<file path="src/rtl/combo_pkg.sv">
// Shared definitions for the combination-lock front end: FSM state
// encodings, default combo width/value and a small sizing helper.
package combo_pkg;

    typedef enum logic [2:0] {
        ST_IDLE     = 3'd0,
        ST_DEBOUNCE = 3'd1,
        ST_ISSUE    = 3'd2,
        ST_HOLD     = 3'd3,
        ST_COOLDOWN = 3'd4
    } state_t;

    localparam int         COMBO_WIDTH = 4;
    localparam logic [3:0] COMBO_RESET = 4'b0110;

    // Counter width able to hold 0..n-1 for the larger of two cycle counts.
    function automatic int cnt_width(input int a, input int b);
        int m;
        m = (a > b) ? a : b;
        return (m < 2) ? 1 : $clog2(m);
    endfunction

endpackage

</file>
<file path="src/rtl/key_sync.sv">
// Two-flop synchroniser for one raw active-low push-button, followed by
// inversion so the output reads 1 while the key is pressed.
module key_sync (
    input  logic i_clk,
    input  logic i_rst_n,
    input  logic i_key_n,
    output logic o_pressed
);

    logic r_s1;
    logic r_s2;

    // Resync the asynchronous key level; reset to "released".
    always_ff @(posedge i_clk) begin
        if (!i_rst_n) begin
            r_s1 <= 1'b1;
            r_s2 <= 1'b1;
        end else begin
            r_s1 <= i_key_n;
            r_s2 <= r_s1;
        end
    end

    assign o_pressed = ~r_s2;

endmodule

</file>
<file path="src/rtl/combo_key_ctrl.sv">
// Front-end controller for the combination lock: synchronises and debounces
// the enter/change keys, emits single-cycle pulses, snapshots the switch
// code on each accepted press and owns the stored combo.
// Optional macro COMBO_ATTEMPT_CNT_EN adds a saturating failed-attempt
// counter output (fail_cnt).
module combo_key_ctrl
    import combo_pkg::*;
#(
    parameter int               WIDTH        = COMBO_WIDTH,
    parameter logic [WIDTH-1:0] RESET_COMBO  = WIDTH'(COMBO_RESET),
    parameter int               DEBOUNCE_CYC = 500000,
    parameter int               HOLDOFF_CYC  = 4
) (
    input  logic             Clock,
    input  logic             Resetn,
    input  logic [WIDTH-1:0] SW,
    input  logic             KEY_enter_n,
    input  logic             KEY_change_n,
    input  logic             set,
    output logic             enter,
    output logic             change,
    output logic             isCombo,
    output logic             busy
`ifdef COMBO_ATTEMPT_CNT_EN
    ,output logic [7:0]      fail_cnt
`endif
);

    localparam int               CNT_W    = cnt_width(DEBOUNCE_CYC, HOLDOFF_CYC);
    localparam logic [CNT_W-1:0] DEB_LAST = CNT_W'(DEBOUNCE_CYC - 1);
    localparam logic [CNT_W-1:0] HLD_LAST = CNT_W'(HOLDOFF_CYC - 1);

    state_t           r_state;
    state_t           w_state_nxt;
    logic [CNT_W-1:0] r_cnt;
    logic [CNT_W-1:0] w_cnt_nxt;
    logic             r_key;      // 1 = change key owns this press
    logic             w_key_nxt;
    logic [WIDTH-1:0] r_code;
    logic [WIDTH-1:0] r_stored;
    logic             w_pe;
    logic             w_pc;
    logic             w_sel;
    logic             w_snap;

    key_sync u_sync_enter (
        .i_clk     (Clock),
        .i_rst_n   (Resetn),
        .i_key_n   (KEY_enter_n),
        .o_pressed (w_pe)
    );

    key_sync u_sync_change (
        .i_clk     (Clock),
        .i_rst_n   (Resetn),
        .i_key_n   (KEY_change_n),
        .o_pressed (w_pc)
    );

    assign w_sel = r_key ? w_pc : w_pe;

    // FSM state, shared counter and selected-key register.
    always_ff @(posedge Clock) begin
        if (!Resetn) begin
            r_state <= ST_IDLE;
            r_cnt   <= '0;
            r_key   <= 1'b0;
        end else begin
            r_state <= w_state_nxt;
            r_cnt   <= w_cnt_nxt;
            r_key   <= w_key_nxt;
        end
    end

    // Next-state, counter update and pulse outputs.
    always_comb begin
        w_state_nxt = r_state;
        w_cnt_nxt   = r_cnt;
        w_key_nxt   = r_key;
        w_snap      = 1'b0;
        enter       = 1'b0;
        change      = 1'b0;
        case (r_state)
            ST_IDLE: begin
                if (w_pe | w_pc) begin
                    w_state_nxt = ST_DEBOUNCE;
                    w_cnt_nxt   = '0;
                    w_key_nxt   = w_pc;   // change wins a simultaneous press
                end
            end
            ST_DEBOUNCE: begin
                if (!w_sel) begin
                    w_state_nxt = ST_IDLE;
                end else if (r_cnt == DEB_LAST) begin
                    w_state_nxt = ST_ISSUE;
                    w_snap      = 1'b1;
                end else begin
                    w_cnt_nxt = r_cnt + 1'b1;
                end
            end
            ST_ISSUE: begin
                change      = r_key;
                enter       = ~r_key;
                w_state_nxt = ST_HOLD;
            end
            ST_HOLD: begin
                if (!(w_pe | w_pc)) begin
                    w_state_nxt = ST_COOLDOWN;
                    w_cnt_nxt   = '0;
                end
            end
            ST_COOLDOWN: begin
                if (r_cnt == HLD_LAST) begin
                    w_state_nxt = ST_IDLE;
                end else begin
                    w_cnt_nxt = r_cnt + 1'b1;
                end
            end
            default: begin
                w_state_nxt = ST_IDLE;
            end
        endcase
    end

    // Code snapshot on accept; stored combo reload on set.
    always_ff @(posedge Clock) begin
        if (!Resetn) begin
            r_code   <= '0;
            r_stored <= RESET_COMBO;
        end else begin
            if (w_snap) r_code   <= SW;
            if (set)    r_stored <= r_code;
        end
    end

    assign isCombo = (r_code == r_stored);
    assign busy    = (r_state != ST_IDLE);

`ifdef COMBO_ATTEMPT_CNT_EN
    logic [7:0] r_fail_cnt;

    // Consecutive wrong attempts, saturating; a correct attempt clears it.
    always_ff @(posedge Clock) begin
        if (!Resetn) begin
            r_fail_cnt <= '0;
        end else if (r_state == ST_ISSUE) begin
            if (isCombo)                  r_fail_cnt <= '0;
            else if (r_fail_cnt != 8'hFF) r_fail_cnt <= r_fail_cnt + 8'd1;
        end
    end

    assign fail_cnt = r_fail_cnt;
`endif

endmodule

</file>
<file path="config.mk">
export PLATFORM = sky130hd
export DESIGN_NAME = combo_key_ctrl
export DESIGN_NICKNAME = d
export VERILOG_FILES = /design/src/rtl/combo_pkg.sv /design/src/rtl/key_sync.sv /design/src/rtl/combo_key_ctrl.sv
export SDC_FILE = /design/constraint.sdc
export NUM_CORES = 1
export LEC_CHECK = 0
export ABC_AREA = 1
export BUFFER_PORTS_ARGS = -buffer_cell sky130_fd_sc_hd__buf_2
export CAP_MARGIN = 20
export CORE_MARGIN = 8
export CORE_UTILIZATION = 55
export CTS_CLUSTER_SIZE = 28
export DETAILED_ROUTE_END_ITERATION = 7
export PLACE_DENSITY = 0.7
export SKIP_CTS_REPAIR_TIMING = 1
export SYNTH_ARGS = -nofsm -noshare
export SYNTH_HDL_FRONTEND = slang
export SYNTH_SLANG_ARGS = --single-unit
</file>
<file path="constraint.sdc">
create_clock -name Clock -period 4.81 [get_ports Clock]
set_input_delay 0.962 -clock Clock [delete_from_list [all_inputs] [get_ports Clock]]
set_output_delay 0.962 -clock Clock [all_outputs]
set_load 0.05 [all_outputs]
</file>
# == After elaboration in Yosys (flattened, before gate mapping) ==
# Cells that the tools add are included.
# word_totals
register_bits,35
latch_bits,0
mem_bits_rw,0
rom_bits,0
input_bits,9
output_inout_bits,4
word_cells,52
n_memories,0
# op_classes
addsub,1
multipliers,0
div,0
n_lt_le_gt_ge,0
n_eq_ne,14
shift,0
n_mux,18
n_bitwise,4
n_reduce_logical,6
# ops
cell,n
2-to-1 mux 19 bit,5
one-hot mux 19 bit (4 select lines),1
adder 19 x 1 -> 19 bit (second input constant),1
equality test 19 bit (second input constant),1
equality test 19 x 2 -> 1 bit (second input constant),1
2-to-1 mux 3 bit,5
one-hot mux 3 bit (5 select lines),1
inequality test 2 bit (second input constant),6
equality test 3 x 2 -> 1 bit (second input constant),2
2-to-1 mux 1 bit,6
AND reduction 6 bit,1
equality test 4 bit,1
AND reduction 4 bit,1
nonzero test 4 bit,1
equality test 3 x 1 -> 1 bit (second input constant),1
equality test 3 bit (second input constant),1
logical NOT 3 bit,1
inequality test 3 bit (second input constant),1
NOT 1 bit,3
nonzero test 3 bit,1
AND reduction 2 bit,1
bitwise OR 1 bit,1

# == Depth between registers and ports, before layout ==
# Gate-level depths: netlist (run 1).
# logic_depth
word_depth,4
depth_mapped,12
ltp_nobuf,12

# == Hierarchy ==
# Synthesis (run 1) repeated with hierarchy kept, for this count alone.
# hier_totals
hier_cells,364
area_unflattened_um2,2334.7
# modules_own_cells
module,n_inst,cells_each,area_per_inst_um2,seq_area_each_um2
combo_key_ctrl,1,350,2217.1,620.6
key_sync,2,7,58.8,40.0

# == Worst setup path after synthesis (run 1) ==
# OpenSTA, ideal clock, no wires.
# synth_path
path_type,register -> output
start,register r_stored[1]
end,output port isCombo
t_arrival_ps,1848
required_ps,3848
setup_slack_ps,2000
path_stages_with_launch,3
path_buffers,0
path_cell_list,dfxtp_1 -> or2_2 -> a221oi_1
# synth_via
elab_chain_cells,1
# synth_rtl
element,line_no,text
from (decl),combo_key_ctrl.sv:40,logic [WIDTH-1:0] r_stored;
from (signal assigned),combo_key_ctrl.sv:132,if (set) r_stored <= r_code;
equality test 4 bit,combo_key_ctrl.sv:136,assign isCombo = (r_code == r_stored);
to (decl),combo_key_ctrl.sv:22,"output logic isCombo,"
# Every way passes these cells.

# == Final worst setup path (run 1) ==
# Ends and elaborated chain as after synthesis.

==> results by group, run 1 <==
Status
  • Status: complete, no violations

Worst setup path
  • Worst reg2reg path depth: 11
  • Worst-path fanout max: 3
  • Crit end category: output pin
  • Worst r2r src: r_cnt[0]$_SDFFE_PN0P_
  • Crit-path cells: or2_2 > a221oi_1 > buf_2
  • Worst EP arrival: between 1000 and 1500 ps
  • WP data required: 3850 ps
  • Slowest cell on the critical path: dfxtp_1
  • WS Path Type: reg -> out
  • Slack of the worst reg-to-reg path: 2840 ps
  • Worst setup SP type: flop
  • CP top delay family: flip-flops
  • R2r endpoint: r_cnt[7]$_SDFFE_PN0P_
  • Worst path buffer plus inverter count: 1
  • Crit-path max cell delay: around 320 ps

Finish
  • ANT cells: 0
  • Storage cell area: 701 sq um
  • Final net count: 372
  • Filler cells: just under 400
  • Area Growth Syn to Fin: 7.91%
  • Share of cells above drive strength 1: 13.0%
  • Most common cell after layout, fill and taps aside: nand2_1
  • Commonest non-fill, non-tap cells in the layout: nand2_1 (84), nor2_1 (69), nand3_1 (45)
  • Area of the multi-input gates: 1310 sq um

Pwr
  • VDD IR max: 0.000230 V
  • Leak pwr: 0.945 nW
  • Power density over the cells: 307 nW/um^2
  • Pwr Total: 0.728 mW

Hold path
  • Min-Delay Endpoint: u_sync_enter.r_s2$_SDFF_PN1_
  • Hold/Removal Path Class: reg -> reg
  • Hold path depth: 1
  • Min-delay src: u_sync_enter.r_s1$_SDFF_PN1_

Clock tree
  • CTS sink count: 35
  • Clock-pin slew on the worst setup and hold paths: 80 ps
  • CTS tree: done
  • Clock Path Buffers: 2
  • CTS buffer count: 5
  • H-Tree Depth: 2
  • Clock Latency Late Sink: roughly 290 ps
  • Clock tree root buffer cell: clkbuf_8

Synth
  • Post-synth cell types: 30
  • Syn. warnings: 0
  • Synth async-reset ratio: 0%
  • Cells after synthesis: 351
  • Avg Inst Size Synth: 6.26 sq um
  • Mapped Area: roughly 2200 sq um
  • Post-synthesis sequential area ratio: 31.9%
  • Yosys reg bits: 35
  • Post-synthesis net count: 362
  • Post-synth EDFFs: 0
  • Main synth FF type: dfxtp_1

Global routing
  • Pin count of the biggest net entering global routing: 25
  • First-pass GRT wire length: between 9 and 10 mm
  • Initial antenna violation count: 0
  • Number of global-route vias before repair: about 2100
  • Total GRT Usage: 17.8%
  • Gr ovfl total: 0

Timing
  • Measured slew at the worst slew-check pin: 893 ps
  • Fin. max-slew vios: 0
  • Min Tclk post-route: 2450 ps
  • Max-slew headroom: 40.4%
  • Fmax: 408 MHz
  • Final period utilization: 51.0%
  • Final setup TNS: 0 ps
  • Unrepaired setup endpoints after global routing: false
  • Clock skew: 9.25 ps
  • Fin. Hold Viols: 0
  • Final setup fails: 0

Drt
  • Routed wire per std cell: 12.3 um
  • Final WL: 5.07 mm
  • Vias per inst: roughly 5.3
  • Pre-antenna DRT Iters: 5
  • DR iter-0 viols: 108
  • DR vias: 2162
  • DRC errors left: 0
  • Routed Antenna Nets: 0

Floorplanning
  • I/O pin total: 13
  • Die boundary height: 79.2 um
  • Core area: 3910 sq um
  • Initial Util: between 50% and 60%
  • Die width: 79.2 um
  • Rows: 23
  • Die area: 6280 sq um

Flow run
  • Max-cap viol count: 0

Placed design
  • I/O Buffers: 12
  • RD Place Congestion: 0.849
  • Post-DP HPWL: 3.67 mm
==> final cells by class <==
type | count | share of cell area (%)
sequential | 35 | 29.5
tap | 50 | 2.64
inverter | 33 | 5.43
timing repair buffer | 12 | 2.53
multi-input combinational | 274 | 55.4
clock inverter | 2 | 1.58
clock buffer | 5 | 2.90
==> report_power, final <==
part / leakage [nW] / total [mW] / internal, mW / switching [mW]
Combinational: 0.609 / 0.140 / 0.0406 / 0.0994
Sequential: 0.285 / 0.327 / 0.305 / 0.0217
Clock: 0.0502 / 0.261 / 0.151 / 0.110
==> registers in the layout (all words and copies together) (netlist names) <==
register	cells
r_cnt	19
r_code	4
r_stored	4
r_state	3
r_key	1
u_sync_change.r_s1	1
u_sync_change.r_s2	1
u_sync_enter.r_s1	1
u_sync_enter.r_s2	1
==> synth_stat cells (2+ instances only) <==
cell type  count  area, sq um
nand2_1       84          315
ha_1           2         25.0
a21oi_1       14         70.1
buf_4          2         15.0
inv_1         32          120
buf_2          2         10.0
nand2_4        2         22.5
or2_2         10         62.6
dfxtp_1       35          701
o21ai_0        4         20.0
nand2_2        6         37.5
clkbuf_1       3         11.3
nor3_1        11         55.1
nor2_1        69          259
nand4_1        9         56.3
nor2_2         2         12.5
xnor2_1        3         26.3
a21oi_2        5         43.8
nand3_1       45          225
==> through the flow <==
stage	cell area [sq um]	instances	util, %	hold WS (ps)	worst slack [ps]
global route	2370	411	60.6	427	2260
detailed placement	2270	404	57.9	399	2590
floorplan	2200	351	-	393	2000
CTS	2370	411	60.6	417	2350
global placement	2270	404	57.9	395	2620
finish	2370	411	60.6	413	2360
==> kinds of logic after synthesis <==
family,after synthesis,synth area share (%)
AO/OA/AOI/OAI,26,7.06
XOR/XNOR,4,1.59
adder cells (fa/ha/maj),2,1.14
buffers and inverters,42,8.37
flip-flops,35,31.9
AND/OR/NAND/NOR,242,50.0
==> worst max-delay path by stage <==
stage | startpoint | end | slack, ps | depth (start not counted)
floorplan | r_stored[1]$_SDFFE_PN1P_ | isCombo | 2000 | 2
global placement | Resetn | r_cnt[18]$_SDFFE_PN0P_ | 2620 | 5
detailed placement | Resetn | r_cnt[18]$_SDFFE_PN0P_ | 2590 | 5
CTS | r_code[1]$_SDFFE_PN0P_ | isCombo | 2350 | 3
global route | r_code[1]$_SDFFE_PN0P_ | isCombo | 2260 | 3
finish | r_stored[1]$_SDFFE_PN1P_ | isCombo | 2360 | 3
==> routing by layer <==
layer	up-vias	track usage, %	share of wire [%]	wire [um]
met3	12	3.72	5.3	268
met5	-	0	0	0
met2	51	31.3	47	2400
met1	951	19.6	45	2280
met4	0	9.07	2.5	125
li1	1148	-	-	-
Power figures use the tool's default switching activity.
==> run 2: changes to the inputs <==
clock period = 2.3 ns   (was 4.81 ns; I/O delays follow)
==> run 2 against run 1 <==
Final cell count up 0.24%. Non-clock buffer count unchanged. Via count up 2.9%. Power up 97%. Critical path depth unchanged. Sequential cell count unchanged. Combinational power up 110%. Critical path type unchanged. Largest power group unchanged. Highest routed layer unchanged.
==> results by group, run 2 (synthesized netlist as in run 1, its figures left out) <==
Status
  • Status: complete, no violations

Finish
  • Finished Layout Cells: 412 (+0.24%)
  • Share of cells above drive strength 1: 13.5% (+0.52 points)
  • Final net count: 372 (unchanged)
  • Max reg flops: 19 (unchanged)
  • Filler cells: 414 (+5.9%)
  • ANT cells: 0 (unchanged)
  • Most common cell after layout, fill and taps aside: nand2_1
  • Area of the multi-input gates: 1320 sq um (+0.48%)
  • Largest registers: r_cnt x19, r_code x4, r_stored x4
  • Fin util: 60.3% (-0.29 points)
  • Area Growth Syn to Fin: 7.40%
  • Most flops, register: r_cnt
  • Storage cell area: 701 sq um (unchanged)
  • Commonest non-fill, non-tap cells in the layout: nand2_1 (84), nor2_1 (69), nand3_1 (45)

Timing
  • Final setup fails: 0 (unchanged)
  • Unrepaired setup endpoints after global routing: false
  • Max-slew headroom: 44.6% (+4.2 points)
  • Final worst slack: 377 ps (-1980 ps)
  • Final setup TNS: 0 ps (unchanged)
  • Fmax: 520 MHz
  • Fin. Hold Viols: 0 (unchanged)
  • Fin. max-slew vios: 0 (unchanged)
  • Final period utilization: 83.6%
  • Clock skew: 7.33 ps (-1.93 ps)
  • Min Tclk post-route: 1920 ps
  • Measured slew at the worst slew-check pin: 830 ps (-62.7 ps)

Global routing
  • Total GRT Usage: 18.1% (+0.39 points)
  • First-pass GRT wire length: 9.27 mm (+2.2%)
  • Initial antenna violation count: 0 (unchanged)
  • Gr ovfl total: 0 (unchanged)
  • Number of global-route vias before repair: 2087 (-0.95%)
  • Pin count of the biggest net entering global routing: 25 (unchanged)

Hold path
  • Min-delay src: KEY_enter_n
  • Hold path depth: 2 (+1)
  • Hold/Removal Path Class: in -> reg

Drt
  • DRC errors left: 0 (unchanged)
  • Vias per inst: 5.40 (+2.6%)
  • DR vias: 2224 (+2.9%)
  • Pre-antenna DRT Iters: 5 (unchanged)
  • DR iter-0 viols: 187 (+73%)
  • Routed Antenna Nets: 0 (unchanged)
  • Routed wire per std cell: 12.7 um (+3.1%)
  • Final WL: 5.24 mm (+3.3%)

Worst setup path
  • Crit-path cells: or2_2 > a221oi_2 > buf_2
  • Crit end category: output pin
  • Crit-path max cell delay: 320 ps (about the same)
  • Worst reg2reg path depth: 12 (+1)
  • Slack of the worst reg-to-reg path: 440 ps (-2400 ps)
  • Slowest cell on the critical path: dfxtp_1
  • Worst setup path start: r_stored[1]$_SDFFE_PN1P_
  • Worst EP arrival: 1460 ps (-30 ps)
  • Worst r2r src: r_cnt[0]$_SDFFE_PN0P_
  • WP data required: 1840 ps (-2010 ps)
  • Worst setup SP type: flop
  • WS Path Type: reg -> out
  • Worst-path fanout max: 3 (unchanged)

Pwr
  • Part of the power in combinational logic: 20.6% (+1.4 points)
  • VDD IR max: 0.000376 V (+63%)
  • Power density over the cells: 607 nW/um^2 (+98%)
  • Switch share: 34.8% (+3.1 points)
  • Pwr Total: 1.43 mW (+97%)
  • Internal Dissipation: 0.934 mW (+88%)
  • Sw Pwr: 0.499 mW (+120%)
  • Sequential share of power: 47.9% (+3.0 points)
  • Clock share of power: 31.5% (-4.4 points)
  • Leak pwr: 0.936 nW (-0.99%)

Placed design
  • Post-placement cell count: 404 (unchanged)
  • I/O Buffers: 12 (unchanged)
  • Post-DP HPWL: 3.81 mm (+3.9%)
  • RD Place Congestion: 0.931 (+9.6%)
  • Place WS: 472 ps (-2120 ps)

Clock tree
  • Clock tree root buffer cell: clkbuf_8
  • H-Tree Depth: 2 (unchanged)
  • Clock-pin slew on the worst setup and hold paths: 80 ps (about the same)
  • Clock Latency Late Sink: 290 ps (about the same)
  • CTS tree: done
  • Clock Path Buffers: 2 (unchanged)
  • CTS sink count: 35 (unchanged)
  • CTS buffer count: 5 (unchanged)

Floorplanning
  • Rows: 23 (unchanged)
  • Die width: 79.2 um (unchanged)
  • Core area: 3910 sq um (unchanged)
  • I/O pin total: 13 (unchanged)
  • Initial Util: 56.2% (unchanged)
  • Die boundary height: 79.2 um (unchanged)
  • Die area: 6280 sq um (unchanged)

Flow run
  • Max-cap viol count: 0 (unchanged)
==> run 2: cell types whose count changed in the layout (fill, tap and decap cells not counted) <==
cell,previous run,this run
a221oi_1,1,0
a221oi_2,0,1
bufinv_16,1,0
clkinv_2,0,1
clkinvlp_4,1,2
==> run 2: cell type report <==
type                    count  area share (%)
clock buffers               5            2.91
clock inverters             3           0.848
inverters                  33            5.46
multi-input cells         274            55.9
flip-flops and latches     35            29.7
well taps                  50            2.65
repair buffers             12            2.54
==> run 2: power groups by stage <==
stage / logic (mW) / clock network (mW) / registers, mW
2_1_floorplan: 0.260 / 0 / 0.681
5_1_grt: 0.332 / 0.498 / 0.693
6_report: 0.295 / 0.452 / 0.686
3_5_place_dp: 0.293 / 0 / 0.699
3_3_place_gp: 0.291 / 0 / 0.698
4_1_cts: 0.295 / 0.470 / 0.684
==> run 2: path summary, 6_finish.rpt <==
check                                                endpoint
worst max-delay path                                  isCombo
worst min-delay path             u_sync_enter.r_s1$_SDFF_PN1_
worst max register to register         r_cnt[15]$_SDFFE_PN0P_
worst min register to register  u_sync_change.r_s2$_SDFF_PN1_
==> run 2: routing by layer <==
| layer | up-vias | share of wire [%] | track usage [%] |
|---|---|---|---|
| met2 | 87 | 47 | 28.9 |
| li1 | 1147 | - | - |
| met4 | 0 | 2.1 | 7.96 |
| met5 | - | 0 | 0 |
| met3 | 15 | 5.7 | 4.06 |
| met1 | 975 | 46 | 22.8 |
==> run 2: per-stage QoR <==
| stage | cell area [sq um] | hold WS, ps |
|---|---|---|
| floorplan | 2200 | 393 |
| finish | 2360 | 347 |
| global route | 2360 | 341 |
| detailed placement | 2270 | 402 |
| global placement | 2270 | 394 |
| CTS | 2360 | 342 |
==> run 2: worst max-delay path, delay by kind of cell (launching register included) <==
kind	cells	cell delay, ps
flops	1	320
simple gates	1	300
buf+inv	1	300
compound gates	1	250
==> run 3: changes to the inputs <==
PLACE_DENSITY = 0.73   (was 0.7)
clock period = 1.7 ns   (was 2.3 ns; I/O delays follow)
==> run 3 against run 2 <==
Wire length grew 9.6%. Highest routed layer unchanged. Largest power group unchanged. Final cell count grew 5.1%. Global-route usage shrank 0.37 points. Setup slack lost 340 ps.
==> results by group, run 3 (synthesized netlist as in run 1, its figures left out) <==
Hold path
  • Hold path depth: 2 (unchanged)
  • Hold/Removal Path Class: in -> reg

Flow run
  • Max-cap viol count: 0 (unchanged)

Clock tree
  • CTS buffer count: 5 (unchanged)
  • Clock Latency Late Sink: 290 ps (about the same)
  • Clock Path Buffers: 2 (unchanged)
  • CTS sink count: 35 (unchanged)
  • H-Tree Depth: 2 (unchanged)
  • Clock-pin slew on the worst setup and hold paths: 70 ps (about the same)
  • CTS tree: done
  • Clock tree root buffer cell: clkbuf_8

Finish
  • Max reg flops: 19 (unchanged)
  • Area Growth Syn to Fin: 19.9%
  • Most flops, register: r_cnt
  • Storage cell area: 716 sq um (+2.1%)
  • Share of cells above drive strength 1: 22.2% (+8.7 points)
  • Largest registers: r_cnt x19, r_code x4, r_stored x4
  • Final net count: 393 (+5.6%)
  • ANT cells: 0 (unchanged)
  • Final instance area: 2640 sq um (+12%)
  • Most common cell after layout, fill and taps aside: nand2_1
  • Area of the multi-input gates: 1410 sq um (+6.6%)
  • Commonest non-fill, non-tap cells in the layout: nand2_1 (84), nor2_1 (64), nand3_1 (45)
  • Filler cells: 370 (-11%)
  • Fin util: 67.3% (+7.0 points)

Worst setup path
  • CP Depth: 3 (unchanged)
  • Crit end category: output pin
  • WS Path Type: reg -> out
  • CP top delay family: flip-flops
  • Worst setup SP type: flop
  • Crit-path max cell delay: 330 ps (about the same)
  • Worst-path fanout max: 3 (unchanged)
  • Worst EP arrival: 1320 ps (-140 ps)
  • Crit-path cells: or2_4 > a221oi_4 > buf_6
  • Worst reg2reg path depth: 10 (-2)
  • Worst path buffer plus inverter count: 1 (unchanged)
  • WP data required: 1360 ps (-480 ps)
  • Slowest cell on the critical path: dfxtp_2

Timing
  • Final setup fails: 0 (unchanged)
  • Fmax: 602 MHz
  • Final period utilization: 97.8%
  • Final setup TNS: 0 ps (unchanged)
  • Min Tclk post-route: 1660 ps
  • Measured slew at the worst slew-check pin: 346 ps (-484 ps)
  • Unrepaired setup endpoints after global routing: true
  • Max-slew headroom: 76.8% (+32 points)
  • Fin. max-slew vios: 0 (unchanged)
  • Fin. Hold Viols: 0 (unchanged)
  • Clock skew: 6.22 ps (-1.11 ps)
  • Fin Hold WS: 226 ps (-121 ps)

Drt
  • Routed Antenna Nets: 0 (unchanged)
  • DRC errors left: 0 (unchanged)
  • Vias per inst: 5.45 (+1.0%)
  • Pre-antenna DRT Iters: 5 (unchanged)
  • DR vias: 2361 (+6.2%)
  • DR iter-0 viols: 269 (+44%)
  • Final WL: 5.75 mm (+9.6%)
  • Routed wire per std cell: 13.3 um (+4.3%)

Placed design
  • Post-DP HPWL: 3.98 mm (+4.3%)
  • RD Place Congestion: 0.902 (-3.1%)
  • Placed Area: 2400 sq um (+5.5%)
  • I/O Buffers: 12 (unchanged)

Floorplanning
  • Initial Util: 56.2% (unchanged)
  • Core area: 3910 sq um (unchanged)
  • Die width: 79.2 um (unchanged)
  • Die boundary height: 79.2 um (unchanged)
  • I/O pin total: 13 (unchanged)
  • Rows: 23 (unchanged)
  • Die area: 6280 sq um (unchanged)

Global routing
  • Total GRT Usage: 17.8% (-0.37 points)
  • First-pass GRT wire length: 9.15 mm (-1.3%)
  • Number of global-route vias before repair: 2032 (-2.6%)
  • Pin count of the biggest net entering global routing: 19 (-24%)
  • Gr ovfl total: 0 (unchanged)
  • Initial antenna violation count: 0 (unchanged)

Pwr
  • Leak pwr: 1.05 nW (+12%)
  • Power density over the cells: 793 nW/um^2 (+31%)
  • VDD IR max: 0.000609 V (+62%)
  • Pwr Total: 2.09 mW (+46%)

Status
  • Status: complete, no violations
[run 3: cell count changes in the layout (fill, tap and decap cells not counted), sizes merged]
cell and change:
buf +18, inv +2, clkbuf +1, clkinvlp -1, nand2 +1
[run 3: worst register-to-register path: stages, from the launching register on]
cell	delay (ps)
dfxtp_1	490
nand2_1	200
nor2_2	200
nand2_1	80
nor2_1	160
nand2_1	80
nand2_1	60
nand3_1	60
nand3_1	70
nand2_1	50
nor2_1	70
[run 3: final cells by class]
class	count	share of cell area, %
repair inverters	2	0.665
repair buffers	30	7.98
well taps	50	2.37
flip-flops and latches	35	27.2
inverters	33	5.18
clock inverters	2	0.475
multi-input cells	275	53.4
clock buffers	6	2.75
[run 3: worst paths after layout]
path,slack [ps],startpoint,endpoint
worst max-delay path,40,r_stored[1]$_SDFFE_PN1P_,isCombo
worst min-delay path,230,KEY_enter_n,u_sync_enter.r_s1$_SDFF_PN1_
worst max register to register,120,r_cnt[4]$_SDFFE_PN0P_,r_cnt[16]$_SDFFE_PN0P_
worst min register to register,410,u_sync_change.r_s1$_SDFF_PN1_,u_sync_change.r_s2$_SDFF_PN1_
[run 3: power breakdown]
group	internal [mW]	leakage [nW]	switching, mW
registers	0.866	0.289	0.0642
logic	0.198	0.719	0.360
clock network	0.286	0.0412	0.314
total	1.35	1.05	0.739
[run 3: through the flow]
stage | setup WS, ps | std cells
final | 38.0 | 433
after global routing | -41.3 | 433
after CTS | -151 | 427
after detailed placement | 25.0 | 419
after floorplan | 88.3 | 351
after global placement | 34.2 | 419
[run 3: layer usage]
layer	GRT usage, %	wire [um]	up-vias
li1	-	-	1193
met1	23.1	2460	1050
met2	27.9	2690	98
met3	4.51	444	20
met4	5.93	159	0
met5	0	0	-
